$ cat config.mk
export PLATFORM = sky130hd
export DESIGN_NAME = alu_ctrl_seq
export DESIGN_NICKNAME = d
export VERILOG_FILES = /design/src/rtl/alu_ctrl_seq.sv
export SDC_FILE = /design/constraint.sdc
export NUM_CORES = 1
export LEC_CHECK = 0
export ABC_AREA = 1
export CORE_MARGIN = 5
export CORE_UTILIZATION = 44
export DETAILED_ROUTE_END_ITERATION = 12
export GPL_TIMING_DRIVEN = 1
export PLACE_DENSITY_LB_ADDON = 0.08
export SYNTH_ARGS = -nofsm -noshare
export SYNTH_HDL_FRONTEND = slang
export SYNTH_SLANG_ARGS = --single-unit
$ cat constraint.sdc
create_clock -name clk -period 1.2 [get_ports clk]
set_input_delay 0.24 -clock clk [delete_from_list [all_inputs] [get_ports clk]]
set_output_delay 0.24 -clock clk [all_outputs]
set_load 0.03 [all_outputs]
$ cat src/rtl/alu_ctrl_seq.sv
// ALU control decode with one registered output stage (latency 1, stalls while out_valid & !out_ready),
// plus a MULT/DIV launcher that waits in MDU_WAIT for mdu_done or aborts after MDU_TIMEOUT cycles.
module alu_ctrl_seq #(
  parameter int OP_W        = 4,
  parameter int MDU_TIMEOUT = 64,
  parameter bit ENABLE_MDU  = 1'b1
) (
  input  logic            clk,
  input  logic            rst_n,
  input  logic            flush,
  input  logic            in_valid,
  output logic            in_ready,
  input  logic [5:0]      func,
  input  logic [1:0]      ALUop,
  output logic            out_valid,
  input  logic            out_ready,
  output logic [OP_W-1:0] alu_operation,
  output logic            jr,
  output logic            illegal,
  output logic            mdu_start,
  output logic            mdu_op,
  input  logic            mdu_done,
  output logic            mdu_abort,
  output logic            busy
);

  localparam int CNT_W = (MDU_TIMEOUT > 2) ? $clog2(MDU_TIMEOUT) : 1;
  localparam logic [CNT_W-1:0] CNT_LAST = CNT_W'(MDU_TIMEOUT - 1);
  localparam logic [3:0] OP_MDU = 4'b1000;

  typedef enum logic [1:0] {S_IDLE, S_HOLD, S_MDU_WAIT} state_t;

  state_t            state_q;
  logic [CNT_W-1:0]  cnt_q;
  logic              out_valid_q, jr_q, illegal_q, mdu_start_q, mdu_op_q, mdu_abort_q;
  logic [OP_W-1:0]   op_q;

  logic [3:0] op_d;
  logic       jr_d, illegal_d, is_mdu_d, mdu_op_d;
  logic       accept;

  always_comb begin
    op_d      = 4'b0010;
    jr_d      = 1'b0;
    illegal_d = 1'b0;
    is_mdu_d  = 1'b0;
    mdu_op_d  = 1'b0;
    unique case (ALUop)
      2'b00: op_d = 4'b0010;
      2'b01: op_d = 4'b0110;
      2'b11: op_d = 4'b0000;
      default: begin
        unique case (func)
          6'b100000: op_d = 4'b0010;
          6'b100010: op_d = 4'b0110;
          6'b100100: op_d = 4'b0000;
          6'b100101: op_d = 4'b0001;
          6'b100111: op_d = 4'b1100;
          6'b101010: op_d = 4'b0111;
          6'b000000: op_d = 4'b0011;
          6'b000010: op_d = 4'b0100;
          6'b001000: jr_d = 1'b1;
          6'b011000, 6'b011010: begin
            // With the MDU compiled out these fall through as unsupported.
            if (ENABLE_MDU) begin
              is_mdu_d = 1'b1;
              mdu_op_d = func[1];
            end else begin
              illegal_d = 1'b1;
            end
          end
          default: illegal_d = 1'b1;
        endcase
      end
    endcase
  end

  assign in_ready = !flush && ((state_q == S_IDLE) || ((state_q == S_HOLD) && out_ready));
  assign accept   = in_valid && in_ready;

  always_ff @(posedge clk or negedge rst_n) begin
    if (!rst_n) begin
      state_q     <= S_IDLE;
      cnt_q       <= '0;
      out_valid_q <= 1'b0;
      op_q        <= '0;
      jr_q        <= 1'b0;
      illegal_q   <= 1'b0;
      mdu_start_q <= 1'b0;
      mdu_op_q    <= 1'b0;
      mdu_abort_q <= 1'b0;
    end else begin
      mdu_start_q <= 1'b0;
      mdu_abort_q <= 1'b0;
      if (flush) begin
        state_q     <= S_IDLE;
        cnt_q       <= '0;
        out_valid_q <= 1'b0;
        jr_q        <= 1'b0;
        illegal_q   <= 1'b0;
        mdu_abort_q <= (state_q == S_MDU_WAIT);
      end else if (accept) begin
        cnt_q <= '0;
        if (is_mdu_d) begin
          state_q     <= S_MDU_WAIT;
          out_valid_q <= 1'b0;
          jr_q        <= 1'b0;
          illegal_q   <= 1'b0;
          mdu_start_q <= 1'b1;
          mdu_op_q    <= mdu_op_d;
        end else begin
          state_q     <= S_HOLD;
          out_valid_q <= 1'b1;
          op_q        <= OP_W'(op_d);
          jr_q        <= jr_d;
          illegal_q   <= illegal_d;
        end
      end else begin
        unique case (state_q)
          S_HOLD: begin
            if (out_ready) begin
              state_q     <= S_IDLE;
              out_valid_q <= 1'b0;
              jr_q        <= 1'b0;
              illegal_q   <= 1'b0;
            end
          end
          S_MDU_WAIT: begin
            // Completion takes precedence over a timeout landing on the same cycle.
            if (mdu_done || (cnt_q == CNT_LAST)) begin
              state_q     <= S_HOLD;
              out_valid_q <= 1'b1;
              op_q        <= OP_W'(OP_MDU);
              jr_q        <= 1'b0;
              illegal_q   <= !mdu_done;
              mdu_abort_q <= !mdu_done;
              cnt_q       <= '0;
            end else begin
              cnt_q <= cnt_q + 1'b1;
            end
          end
          default: ;
        endcase
      end
    end
  end

  assign out_valid     = out_valid_q;
  assign alu_operation = op_q;
  assign jr            = jr_q;
  assign illegal       = illegal_q;
  assign mdu_start     = mdu_start_q;
  assign mdu_op        = mdu_op_q;
  assign mdu_abort     = mdu_abort_q;
  assign busy          = (state_q == S_MDU_WAIT);

endmodule

==> out/summary.txt, run 1 <==
Count of non-filler cells in the finished layout: 258
Failing checks: setup timing
Pre-CTS setup slack: -0.526 ns
Layout cells sized above 1: 44.7%
TritonCTS clock tree: done
DP HPWL: 2300 microns
Total GRT Usage: 18.6%
Hold Fails Final Rpt: 0
Period utilization: 124%
Antenna viol nets, final: 0
Yosys reg bits: 17
Hold-fix buffers, CTS: 0
LEAKAGE: 0.000982 uW
Mapped Nets: 171
Pwr dens: 715 nW/um^2
Die X: 59.7 microns
Post-synthesis sequential area ratio: 39.2%
Max-cap viol count: 0
Final worst slack: -0.292 ns
Setup slack, reg-to-reg: -0.27 ns
DR vias/cell: 5.01
Min Tclk post-route: 1.49 ns
Clock buffer depth: 2
Buffers on Ports: 25
Worst VDD drop: 1090 uV
Initial Util: 45.1%
Slew Viols, Final: 0
Clock Latency Late Sink: 0.29 ns
Critical Path End Type: output port
Clock root cell: clkbuf_4
Finish-stage setup viols: 19
Row cnt: 18
DRC: 0
Cell taking the most area after synthesis: dfrtp_1
Crit path max fanout: 5
Number of global-route vias before repair: 1,193
Critical path class: input pin to output port
Synth cell types: 21
GPL Wtd Cong: 0.894
Placed insts: 244
Drt first pass iters: 5
Crit path arrival time: 1.25 ns
Power after layout: 1370 uW
Total number of vias: 1,292
Synth area leaders: dfrtp_1 (39%), nand2_1 (13%), nand3_1 (9.7%)
Fillers: 166
Hold Crit Class: input pin to async pin
IO Pins: 26
Cts bufs inserted: 3
N_diodes: 0
Gate Count Post-Synth: 156
Initial antenna violation count: 0
First-pass GRT wire length: 5130 microns
Synthesis-to-finish area growth: 75.7%
DR WL/cell: 13.4 microns
Largest net degree at the start of global routing: 18
Slew HR: 82.2%
Synth top area share: 39.2%
Die ar.: 3560 sq um
Mapped Area: 1090 sq um
Final setup skew: 0.00123 ns
Worst-Margin Slew: 0.265 ns
Remaining Overflow, GRT: 0
Clock slew at reported path FFs: 0.10 ns
DRT iter0 DRCs: 87
Chip Height: 59.7 microns
Nets: 244
Data required, critical path: 0.96 ns
Final Util: 79.2%
Post-Syn Area per Cell: 6.96 sq um
Core area: 2410 sq um
Status: finished with violations
Clock Sinks: 17
H-tree lvl count: 1
RSZ-0062 raised after global routing: yes
Final WL: 3470 microns
Max Fclk: 670 MHz
CP Launch Type: input pin
Synth Warn #: 0
==> logic make-up (layout without fill, tap and decap cells) <==
group / count (synthesis) / after routing / share of synthesized area [%]
fa+ha+maj: 1 / 1 / 1.15
simple gates: 93 / 93 / 38.0
flops: 17 / 17 / 39.2
buf+inv: 25 / 97 / 9.33
xor+xnor: 4 / 4 / 3.23
compound gates: 16 / 16 / 9.10
==> placed cells by master, fill, tap and decap left out, drive strengths merged <==
cell type / netlist / final
inv: 24 / 24
clkdlybuf4s50: 0 / 11
dfrtp: 17 / 17
o21ai: 9 / 9
dlygate4sd2: 0 / 1
buf: 1 / 56
o211ai: 1 / 1
dlymetal6s2s: 0 / 1
nand3: 24 / 24
ha: 1 / 1
o22ai: 2 / 2
nand3b: 1 / 1
nand4: 1 / 1
nor3: 2 / 2
nor2: 28 / 28
a31oi: 1 / 1
xor2: 3 / 3
clkbuf: 0 / 4
a21oi: 3 / 3
xnor2: 1 / 1
nand2: 37 / 37
==> metrics by stage <==
step                TNS [ns]  hold WS (ns)  instance area (sq um)
floorplan              -1.30       -0.0556                   1120
global placement       -6.65         0.460                   1620
detailed placement     -7.27         0.474                   1620
CTS                    -3.26         0.264                   1720
global route           -5.01         0.260                   1910
finish                 -3.40         0.258                   1910
==> layout make-up <==
| class | instances | area (sq um) | area share (%) |
|---|---|---|---|
| repair buffers | 69 | 597 | 31.3 |
| inverters | 24 | 95.1 | 4.98 |
| multi-input cells | 114 | 724 | 38.0 |
| flip-flops and latches | 17 | 428 | 22.4 |
| clock buffers | 4 | 26.3 | 1.38 |
| well taps | 30 | 37.5 | 1.97 |
==> flip-flops by register name (all words and copies together), names as in the netlist <==
signal and count:
mdu_start 1, mdu_abort 1, jr 1, mdu_op 1, state_q 2, illegal 1, cnt_q 6, alu_operation 4
==> critical path: stages <==
cell,delay [ns]
clkdlybuf4s50_1,0.46
buf_4,0.20
nor3_2,0.16
buf_4,0.18
==> metal layers <==
| metal | wire length (microns) | global-route usage [%] | up-vias |
|---|---|---|---|
| met5 | 0 | 0 | - |
| met2 | 1640 | 28.5 | 52 |
| met3 | 251 | 5.83 | 8 |
| met1 | 1520 | 25.4 | 588 |
| li1 | - | - | 644 |
| met4 | 48 | 4.11 | 0 |
==> final timing paths <==
kind	startpoint	to	depth (start not counted)
worst min-delay path	rst_n	cnt_q[0]	2
worst min register to register	alu_operation[2]	alu_operation[2]	2
worst max register to register	state_q[0]	alu_operation[0]	8
max in group asynchronous	rst_n	state_q[0]	2
worst max-delay path	flush	in_ready	4
min in group clk	alu_operation[2]	alu_operation[2]	2
==> cells in the mapped netlist, drive strengths merged <==
library cell / count
o22ai: 2
o211ai: 1
nor2: 28
nand2: 37
o21ai: 9
a21oi: 3
nor3: 2
dfrtp: 17
inv: 24
buf: 1
nand4: 1
a31oi: 1
xor2: 3
nand3: 24
xnor2: 1
nand3b: 1
ha: 1
==> report_power, final <==
part | internal [uW] | switching [uW]
registers | 601 | 19.4
logic | 188 | 238
clock network | 129 | 189
total | 919 | 446
==> timing repair <==
item | in CTS | in global routing
resized for setup | 13 | 45
setup endpoints to repair | 19 | 20
setup buffers | 6 | 4
pin swaps | 0 | 12
cloned | 0 | 0
(Power assumes the default switching activity.)
==> inputs of run 2 (changes only) <==
--- a/config.mk
+++ b/config.mk
@@ -10,6 +10,7 @@
 export CORE_UTILIZATION = 44
 export DETAILED_ROUTE_END_ITERATION = 12
 export GPL_TIMING_DRIVEN = 1
+export HOLD_SLACK_MARGIN = 0.12
 export PLACE_DENSITY_LB_ADDON = 0.08
 export SYNTH_ARGS = -nofsm -noshare
 export SYNTH_HDL_FRONTEND = slang
==> results of run 2 <==
No change in the layout: final DEF, timing and power equal those of run 1.
